File: src/rtl/mmu_walker.sv
// Multi-channel Sv39/Sv48 page-table walker with round-robin channel arbitration.
// Define MMU_WALKER_AD_UPDATE_EN to write back A/D bits instead of faulting on them.
module mmu_walker #(
  parameter int NCH    = 2,
  parameter int LEVELS = 3
) (
  input  logic              clk,
  input  logic              reset_n,
  input  logic [63:0]       page_table_root,
  input  logic [NCH-1:0]    req_valid,
  input  logic [64*NCH-1:0] req_va,
  input  logic [NCH-1:0]    req_st,
  output logic              mem_req_valid,
  output logic              mem_req_store,
  output logic [63:0]       mem_req_addr,
  output logic [63:0]       mem_req_data,
  input  logic              mem_rsp_valid,
  input  logic [63:0]       mem_rsp_data,
  output logic [NCH-1:0]    rsp_valid,
  output logic [63:0]       phys_addr,
  output logic              page_fault,
  output logic              page_dirty,
  output logic              page_readable,
  output logic              page_writable,
  output logic              page_executable
);

  localparam int VAW = 12 + 9 * LEVELS;
  localparam int CW  = (NCH > 1) ? $clog2(NCH) : 1;

  typedef enum logic [2:0] {S_IDLE, S_LOAD, S_WAIT, S_AD_WR, S_AD_WAIT, S_DONE} state_t;

  state_t          state_q, state_d;
  logic [2:0]      lvl_q, lvl_d;
  logic [CW-1:0]   rr_q, rr_d, act_q, act_d, grant_ch;
  logic            grant_any;
  logic [NCH-1:0]  pend_q, eff_req;
  logic [63:0]     slot_va_q [NCH];
  logic [NCH-1:0]  slot_st_q;
  logic [63:0]     va_q, va_d, base_q, base_d, pte_q, pte_d;
  logic            st_q, st_d;
  logic            mreq_valid_q, mreq_valid_d, mreq_store_q, mreq_store_d;
  logic [63:0]     mreq_addr_q, mreq_addr_d, mreq_data_q, mreq_data_d;
  logic [NCH-1:0]  rsp_valid_q, rsp_valid_d;
  logic [63:0]     pa_q, pa_d;
  logic            fault_q, fault_d, dirty_q, dirty_d, rd_q, rd_d, wr_q, wr_d, ex_q, ex_d;
  logic            walk_fail, va_canon;
  logic [5:0]      lvl_sh;
  logic [8:0]      vpn;
  logic [43:0]     ppn_mask;
  logic [63:0]     pa_mask;
  logic            unused_pte;

  // A request arriving in the same cycle as the slot is granted is consumed by that grant.
  for (genvar gi = 0; gi < NCH; gi++) begin : g_slot
    assign eff_req[gi] = pend_q[gi] | req_valid[gi];
    always_ff @(posedge clk or negedge reset_n) begin
      if (!reset_n) begin
        pend_q[gi]    <= 1'b0;
        slot_va_q[gi] <= '0;
        slot_st_q[gi] <= 1'b0;
      end else begin
        if (req_valid[gi]) begin
          slot_va_q[gi] <= req_va[64*gi +: 64];
          slot_st_q[gi] <= req_st[gi];
        end
        if (grant_any && grant_ch == CW'(gi)) pend_q[gi] <= 1'b0;
        else if (req_valid[gi])               pend_q[gi] <= 1'b1;
      end
    end
  end

  // Scan downward so the candidate closest to the pointer wins.
  always_comb begin
    grant_any = 1'b0;
    grant_ch  = '0;
    if (state_q == S_IDLE) begin
      for (int k = NCH - 1; k >= 0; k--) begin
        if (eff_req[(int'(rr_q) + k) % NCH]) begin
          grant_any = 1'b1;
          grant_ch  = CW'((int'(rr_q) + k) % NCH);
        end
      end
    end
  end

  assign lvl_sh     = 6'(9 * lvl_q);
  assign vpn        = 9'(va_q >> (6'd12 + lvl_sh));
  assign ppn_mask   = (44'd1 << lvl_sh) - 44'd1;
  assign pa_mask    = {8'd0, ppn_mask, 12'd0};
  assign va_canon   = (va_q[63:VAW-1] == '0) || (&va_q[63:VAW-1]);
  assign unused_pte = ^{pte_q[63:54], pte_q[9:8], pte_q[6:4], pte_q[0]};

  always_comb begin
    state_d      = state_q;
    lvl_d        = lvl_q;
    act_d        = act_q;
    rr_d         = rr_q;
    va_d         = va_q;
    st_d         = st_q;
    base_d       = base_q;
    pte_d        = pte_q;
    mreq_valid_d = 1'b0;
    mreq_store_d = 1'b0;
    mreq_addr_d  = mreq_addr_q;
    mreq_data_d  = mreq_data_q;
    rsp_valid_d  = '0;
    pa_d         = '0;
    fault_d      = 1'b0;
    dirty_d      = 1'b0;
    rd_d         = 1'b0;
    wr_d         = 1'b0;
    ex_d         = 1'b0;
    walk_fail    = 1'b0;
    case (state_q)
      S_IDLE: if (grant_any) begin
        act_d   = grant_ch;
        rr_d    = (int'(grant_ch) == NCH - 1) ? '0 : grant_ch + 1'b1;
        va_d    = req_valid[grant_ch] ? req_va[64*grant_ch +: 64] : slot_va_q[grant_ch];
        st_d    = req_valid[grant_ch] ? req_st[grant_ch] : slot_st_q[grant_ch];
        base_d  = page_table_root;
        lvl_d   = 3'(LEVELS - 1);
        state_d = S_LOAD;
      end
      S_LOAD: begin
        if (!va_canon) walk_fail = 1'b1;
        else begin
          mreq_valid_d = 1'b1;
          mreq_addr_d  = base_q + {52'd0, vpn, 3'b000};
          state_d      = S_WAIT;
        end
      end
      S_WAIT: if (mem_rsp_valid) begin
        pte_d = mem_rsp_data;
        if (!mem_rsp_data[0] || (!mem_rsp_data[1] && mem_rsp_data[2])) walk_fail = 1'b1;
        else if (mem_rsp_data[3:1] == 3'b000) begin
          if (lvl_q == 3'd0) walk_fail = 1'b1;
          else begin
            lvl_d   = lvl_q - 3'd1;
            base_d  = {8'd0, mem_rsp_data[53:10], 12'd0};
            state_d = S_LOAD;
          end
        end else if ((|(mem_rsp_data[53:10] & ppn_mask)) || (st_q && !mem_rsp_data[2])) begin
          walk_fail = 1'b1;
        end else if (!mem_rsp_data[6] || (st_q && !mem_rsp_data[7])) begin
`ifdef MMU_WALKER_AD_UPDATE_EN
          pte_d   = mem_rsp_data | 64'h40 | {56'd0, st_q, 7'd0};
          state_d = S_AD_WR;
`else
          walk_fail = 1'b1;
`endif
        end else begin
          state_d = S_DONE;
        end
      end
`ifdef MMU_WALKER_AD_UPDATE_EN
      S_AD_WR: begin
        mreq_valid_d = 1'b1;
        mreq_store_d = 1'b1;
        mreq_data_d  = pte_q;
        state_d      = S_AD_WAIT;
      end
      S_AD_WAIT: if (mem_rsp_valid) state_d = S_DONE;
`endif
      S_DONE: begin
        rsp_valid_d[act_q] = 1'b1;
        pa_d    = ({8'd0, pte_q[53:10], 12'd0} & ~pa_mask) | (va_q & pa_mask);
        dirty_d = pte_q[7];
        rd_d    = pte_q[1];
        wr_d    = pte_q[2];
        ex_d    = pte_q[3];
        state_d = S_IDLE;
      end
      default: state_d = S_IDLE;
    endcase
    if (walk_fail) begin
      rsp_valid_d[act_q] = 1'b1;
      fault_d            = 1'b1;
      state_d            = S_IDLE;
    end
  end

  always_ff @(posedge clk or negedge reset_n) begin
    if (!reset_n) begin
      state_q <= S_IDLE;      lvl_q <= '0;        act_q <= '0;       rr_q <= '0;
      va_q <= '0;             st_q <= 1'b0;       base_q <= '0;      pte_q <= '0;
      mreq_valid_q <= 1'b0;   mreq_store_q <= 1'b0;
      mreq_addr_q <= '0;      mreq_data_q <= '0;  rsp_valid_q <= '0; pa_q <= '0;
      fault_q <= 1'b0;        dirty_q <= 1'b0;    rd_q <= 1'b0;      wr_q <= 1'b0;
      ex_q <= 1'b0;
    end else begin
      state_q <= state_d;     lvl_q <= lvl_d;     act_q <= act_d;    rr_q <= rr_d;
      va_q <= va_d;           st_q <= st_d;       base_q <= base_d;  pte_q <= pte_d;
      mreq_valid_q <= mreq_valid_d;               mreq_store_q <= mreq_store_d;
      mreq_addr_q <= mreq_addr_d;                 mreq_data_q <= mreq_data_d;
      rsp_valid_q <= rsp_valid_d;                 pa_q <= pa_d;
      fault_q <= fault_d;     dirty_q <= dirty_d; rd_q <= rd_d;      wr_q <= wr_d;
      ex_q <= ex_d;
    end
  end

  assign mem_req_valid   = mreq_valid_q;
  assign mem_req_store   = mreq_store_q;
  assign mem_req_addr    = mreq_addr_q;
  assign mem_req_data    = mreq_data_q;
  assign rsp_valid       = rsp_valid_q;
  assign phys_addr       = pa_q;
  assign page_fault      = fault_q;
  assign page_dirty      = dirty_q;
  assign page_readable   = rd_q;
  assign page_writable   = wr_q;
  assign page_executable = ex_q;

endmodule
File: config.mk
export PLATFORM = sky130hd
export DESIGN_NAME = mmu_walker
export DESIGN_NICKNAME = d
export VERILOG_FILES = /design/src/rtl/mmu_walker.sv
export SDC_FILE = /design/constraint.sdc
export NUM_CORES = 1
export LEC_CHECK = 0
export CAP_MARGIN = 20
export CORE_MARGIN = 4
export CORE_UTILIZATION = 50
export CTS_CLUSTER_DIAMETER = 120
export CTS_CLUSTER_SIZE = 20
export DETAILED_ROUTE_END_ITERATION = 10
export GPL_TIMING_DRIVEN = 0
export PLACE_DENSITY = 0.88
export REMOVE_ABC_BUFFERS = 1
export SLEW_MARGIN = 20
export SYNTH_ARGS = -nofsm -noshare
export SYNTH_HDL_FRONTEND = slang
export SYNTH_SLANG_ARGS = --single-unit
export TNS_END_PERCENT = 1
File: constraint.sdc
create_clock -name clk -period 5.75 [get_ports clk]
set_input_delay 1.725 -clock clk [delete_from_list [all_inputs] [get_ports clk]]
set_output_delay 1.725 -clock clk [all_outputs]
set_load 0.02 [all_outputs]
# [Word-level counts from Yosys, hierarchy flattened]
# Index checks and enable logic that the tools add are counted.
[classes] addsub=6 mul=1 magnitude_cmp=6 eq_ne=15 shifts=3 n_mux=69 bitwise=11 n_reduce_logical=29
[ops] operator="2-to-1 mux 64 bit" count=10
[ops] operator="case mux 64 bit (2 select lines)" count=1
[ops] operator="indexed part select 128 x 8 -> 64 bit" count=1
[ops] operator="adder 64 x 12 -> 64 bit" count=1
[ops] operator="bitwise AND 56 x 64 -> 64 bit" count=1
[ops] operator="bitwise AND 64 x 56 -> 64 bit" count=1
[ops] operator="NOT 56 -> 64 bit" count=1
[ops] operator="OR 64 bit" count=1
[ops] operator="right shift 64 x 6 -> 9 bit" count=1
[ops] operator="bitwise AND 44 bit" count=1
[ops] operator="OR reduction 44 bit" count=1
[ops] operator="<< shifter 1 x 6 -> 44 bit (first input constant)" count=1
[ops] operator="subtractor 44 x 1 -> 44 bit (second input constant)" count=1
[ops] operator="2-to-1 mux 3 bit" count=14
[ops] operator="2-to-1 mux 1 bit" count=38
[ops] operator="logical NOT 26 bit" count=1
[ops] operator="AND reduction 26 bit" count=1
[ops] operator="!= test 3 bit (second input constant)" count=4
[ops] operator="!= test 4 bit (second input constant)" count=3
[ops] operator="!= test 2 bit (second input constant)" count=5
[ops] operator="logical NOT 3 bit" count=3
[ops] operator="case mux 3 bit (3 select lines)" count=1
[ops] operator="AND reduction 7 bit" count=1
[ops] operator="adder 4 x 6 -> 6 bit (first input constant)" count=1
[ops] operator="25 further kinds" count=46
[word_totals] register_bits=459 inputBits=263 out_inout_bits=201 wordCells=163

# [Depth between registers and ports, before layout]
[logic_depth] ltp_word=13 mapped_depth=23 ltp_nobuf=19

# [Least setup slack after synthesis]
# Ideal clock, no wire load.
[synth_path] path_type="register to register" from="register lvl_q[2]" to="register mreq_addr_q[63], in the netlist mem_req_addr[63]" setup_time_ns=0.129 arrival_time_ns=4.715 t_required_ns=5.621 setup_slack_ns=0.906 path_stages_with_launch=20 n_path_buf=5 synth_period_minus_slack_ns=4.844 cell_sequence="dfrtp_1 > clkbuf_1 > inv_2 > buf_1 > ha_1 > clkbuf_1 > clkbuf_1 > clkbuf_1 > mux4_2 > ha_1 > inv_1 > fa_1 > nor2b_1 > o21a_1 > o21ai_0 > a21oi_1 > o2111ai_4 > nor2_1 > xnor2_1 > o21ai_1"
[synth_via] elab_chain_len=4
[synth_lines] element="start, declared" line_no="34" rtl="logic [2:0] lvl_q, lvl_d;"
[synth_lines] element="start signal, assigned" line_no="192" rtl="state_q <= state_d; lvl_q <= lvl_d; act_q <= act_d; rr_q <= rr_d;"
[synth_lines] element="multiplier 4 x 3 -> 6 bit" line_no="87" rtl="assign lvl_sh = 6'(9 * lvl_q);"
[synth_lines] element="adder 4 x 6 -> 6 bit" line_no="88" rtl="assign vpn = 9'(va_q >> (6'd12 + lvl_sh));"
[synth_lines] element="right shift 64 x 6 -> 9 bit" line_no="88"
[synth_lines] element="adder 64 x 12 -> 64 bit" line_no="129" rtl="mreq_addr_d = base_q + {52'd0, vpn, 3'b000};"
[synth_lines] element="end signal, assigned" line_no="195" rtl="mreq_addr_q <= mreq_addr_d; mreq_data_q <= mreq_data_d;"
[synth_lines] element="end, declared" line_no="43" rtl="logic [63:0] mreq_addr_q, mreq_addr_d, mreq_data_q, mreq_data_d;"
# No other way between the ends.
# A chain may end at the register's enable or synchronous reset.

# [Worst setup path after layout]
[layout_path] from="register lvl_q[2]" to="register mreq_addr_q[17], in the netlist mem_req_addr[17]"
# The elaborated chain is that of the path after synthesis.

==> impl_metrics.yaml <==
floorplanning:
  die_x_um: 225.3
  die_y_um: 225.3
  die_area_um2: 50770
  ios: 464
  initial_core_util_pct: 50.62
  core_area_um2: 46650
  rows: 79
timing:
  relSlewSlack_pct: 33.11
  worstMarginPinSlew_ns: 0.9957
  clock_skew_ns: 0.03758
  rsz0062_at_grt: "no"
  hold_slack_ns: 0.4685
  fmaxAchievable_mhz: 181.2
  setup_viol: 0
  min_period_over_period_pct: 95.95
  drv_slew: 0
  layout_min_cycle_time_ns: 5.517
  hold_viol: 0
placed_design:
  dp_hpwl_mm: 55.43
  placed_cells: 3223
  port_buffers: 364
  finalWeightedCongestion: 0.9559
  placed_area_um2: 27820
synthesis:
  synth_top_area_share_pct: 45.88
  synthXorXnorAreaFrac_pct: 2.411
  synth_top_family_by_area: "multiplexers"
  synth-seq-cells: 433
  synth_commonest_cells: "nand2_1 (465), dfrtp_1 (433), mux2_2 (209)"
  synth-simple-area-share_pct: 13.73
  synth-adder-area-share_pct: 0.9325
  async_reset_ff_share_pct: 100.0
  synth_mux_area_share_pct: 19.17
  synth.area.top_cells: "dfrtp_1 (46%), mux2_2 (10%), nand2_1 (7.4%), mux2i_1 (5.8%), o21ai_0 (3.4%)"
  synth_cell_types: 82
  yosysSeqAreaShare_pct: 45.88
  synth_compound_area_share_pct: 11.86
  ys.warnings.count: 0
  netlist_area_um2: 23620
  syn_inst: 2384
  synthFlopType: "dfrtp_1"
  syn_area_per_cell_um2: 9.906
  yosysMostFrequentCell: "nand2_1"
  synth_top_cell_by_area: "dfrtp_1"
  synth_edf_count: 0
worst_setup_path:
  reg2reg_to: "mem_req_addr[17]"
  reg2reg_from: "lvl_q[2]"
  cp-end-kind: "flip-flop"
  cp-start-kind: "flip-flop"
  crit_arrival_ns: 5.98
  r2r_cells: 16
  cp.required_ns: 6.21
  crit_type: "reg -> reg"
  rrSetupSlack_ns: 0.23
  cp_max_fo: 23
cts:
  clock_path_buffers: 3
  numClockSinks: 433
  root_buffer: "clkbuf_16"
  cts_hold_buf: 0
  cts_tree: "built"
  cts_buffers: 25
  cts.reportedPaths.clkPinSlew_ns: 0.10
  clk_latency_ns: 0.60
  h-tree-depth: 1
pwr:
  total_leakage_power_uw: 0.01186
  pwr-share-seq_pct: 43.4
  swShare_pct: 40.03
  power.total_uw: 10520
  pwr-share-clk_pct: 17.1
  intPower_uw: 6311
  peakVddDrop_mv: 0.3175
  pwr-share-comb_pct: 39.5
  powerDensity_nw_per_um2: 367.2
  switchingPower_uw: 4213
global_route:
  met1_usage_pct: 36.76
  grt_overflow: 0
  grt_use_total_pct: 28.67
  grt_pass1_wl_mm: 114.8
  first_global_vias: 19930
  use_met3_pct: 4.598
  antenna_found_initial: 4
  grtUsageMet2_pct: 49.09
  grt_max_degree: 101
  grt-busiest-layer: "met2"
run_status:
  status: "finished clean"
min_path:
  worstHoldStart: "act_q"
  hold_class: "reg -> reg"
  min_to: "rsp_valid[0]"
  min_path_cells: 1
layout:
  area.growth.synth_to_final_pct: 21.35
  stdcell_count: 3261
  nets: 2930
  drive_gt1_share_pct: 13.65
  fin_area_um2: 28660
  final_util_pct: 61.43
detailed_routing:
  drc: 0
  drt_iter0_drc: 1962
  wirelength_mm: 76.66
  wl_per_cell_um: 23.51
  vias: 19780
  dr.pass1.iters: 7
  viasPerCell: 6.067
  ant_nets: 0
job:
  maxCapViolations: 0
-- cells by family after synthesis --
logic type	count (synthesis)
AOI/OAI and AO/OA	460
xor gates and xnor gates	65
adders and majority gates	17
buffers and inverters	278
DFF	433
muxes	382
other	1
and+or+nand+nor	748
-- layout by cell type, fill, tap and decap left out, drive strengths merged, types with 6 or more instances in the layout --
master	netlist	routed
a211oi	17	17
a21o	6	6
a21oi	58	58
a22o	18	18
a31oi	72	72
and3	11	11
buf	141	38
clkbuf	104	27
clkdlybuf4s50	0	361
conb	1	85
dfrtp	433	433
ha	16	16
inv	31	33
mux2	209	209
mux2i	138	139
mux4	35	35
nand2	466	466
nand2b	10	10
nand3	34	34
nand4	12	12
nor2	136	136
nor2b	13	13
nor3	23	23
nor4	14	14
o211ai	9	9
o21ai	168	168
o22ai	72	72
or2	6	6
xnor2	45	45
xor2	20	20
-- stage by stage --
stage                TNS, ns  setup WS, ns
floorplan            -269.64        -2.707
global placement    -8251.57        -15.51
detailed placement    -72.77        -1.769
CTS                 -0.07223      -0.04476
global route               0       0.04031
finish                     0        0.2327
-- worst max-delay path, stage by stage (launching register included) --
cell and delay, ns:
dfrtp_4 0.66, inv_2 0.31, ha_4 0.56, clkinv_4 0.28, mux2_2 0.36, nor2_1 0.08, a21oi_1 0.05, mux4_2 0.55
ha_1 0.36, nor2b_1 0.15, o21a_1 0.17, o21ai_1 0.39, a21oi_1 0.33, o21ai_0 0.59, nor2_1 0.11, xnor2_1 0.27
o21ai_0 0.11
-- power groups by stage --
stage	Combinational [uW]	Sequential, uW	Clock [uW]
after detailed placement	4080	4590	0
after global routing	4500	4620	1940
after floorplan	2740	4170	0
final	4150	4570	1800
after global placement	3890	4550	0
after CTS	4130	4530	1830
-- what timing repair did --
action | CTS | global route
setup buffers | 2 | 3
pin swaps | 0 | 1
endpoints found under the setup margin | 57 | 46
resized for setup | 11 | 3
gates cloned | 1 | 0
-- worst max path at each step --
stage | from | to | cells past startpoint
after CTS | lvl_q[0] | mem_req_addr[49] | 16
after global routing | lvl_q[0] | mem_req_addr[49] | 16
after floorplan | lvl_q[0] | mem_req_addr[63] | 16
after global placement | reset_n | slot_va_q[3] | 1
after detailed placement | lvl_q[2] | mem_req_addr[36] | 15
final | lvl_q[2] | mem_req_addr[17] | 16
-- routing by layer --
metal / vias to the layer above / wire length [um]
met5: - / 22
met4: 4 / 3522
met3: 198 / 5920
li1: 8729 / -
met1: 9895 / 29420
met2: 958 / 37780
-- final cells by class --
cell class              instances  area (um2)
repair buffers                399        4434
diodes                          2       5.005
flip-flops and latches        433       10850
clock buffers                  27       633.1
fillers                      3642       18000
inverters                      33       131.4
well taps                     607       759.5
multi-input cells            1758       11830
clock inverters                 2       17.52
-- sequential cells by signal, summed over array words and instances (netlist names), 2 cells and up --
name          flops
base_q           64
lvl_q             3
mem_req_addr     64
pend_q            2
phys_addr        44
pte_q            48
rsp_valid         2
slot_st_q         2
slot_va_q       128
state_q           3
va_q             64
Note: power is estimated with default switching activity, not from simulation.
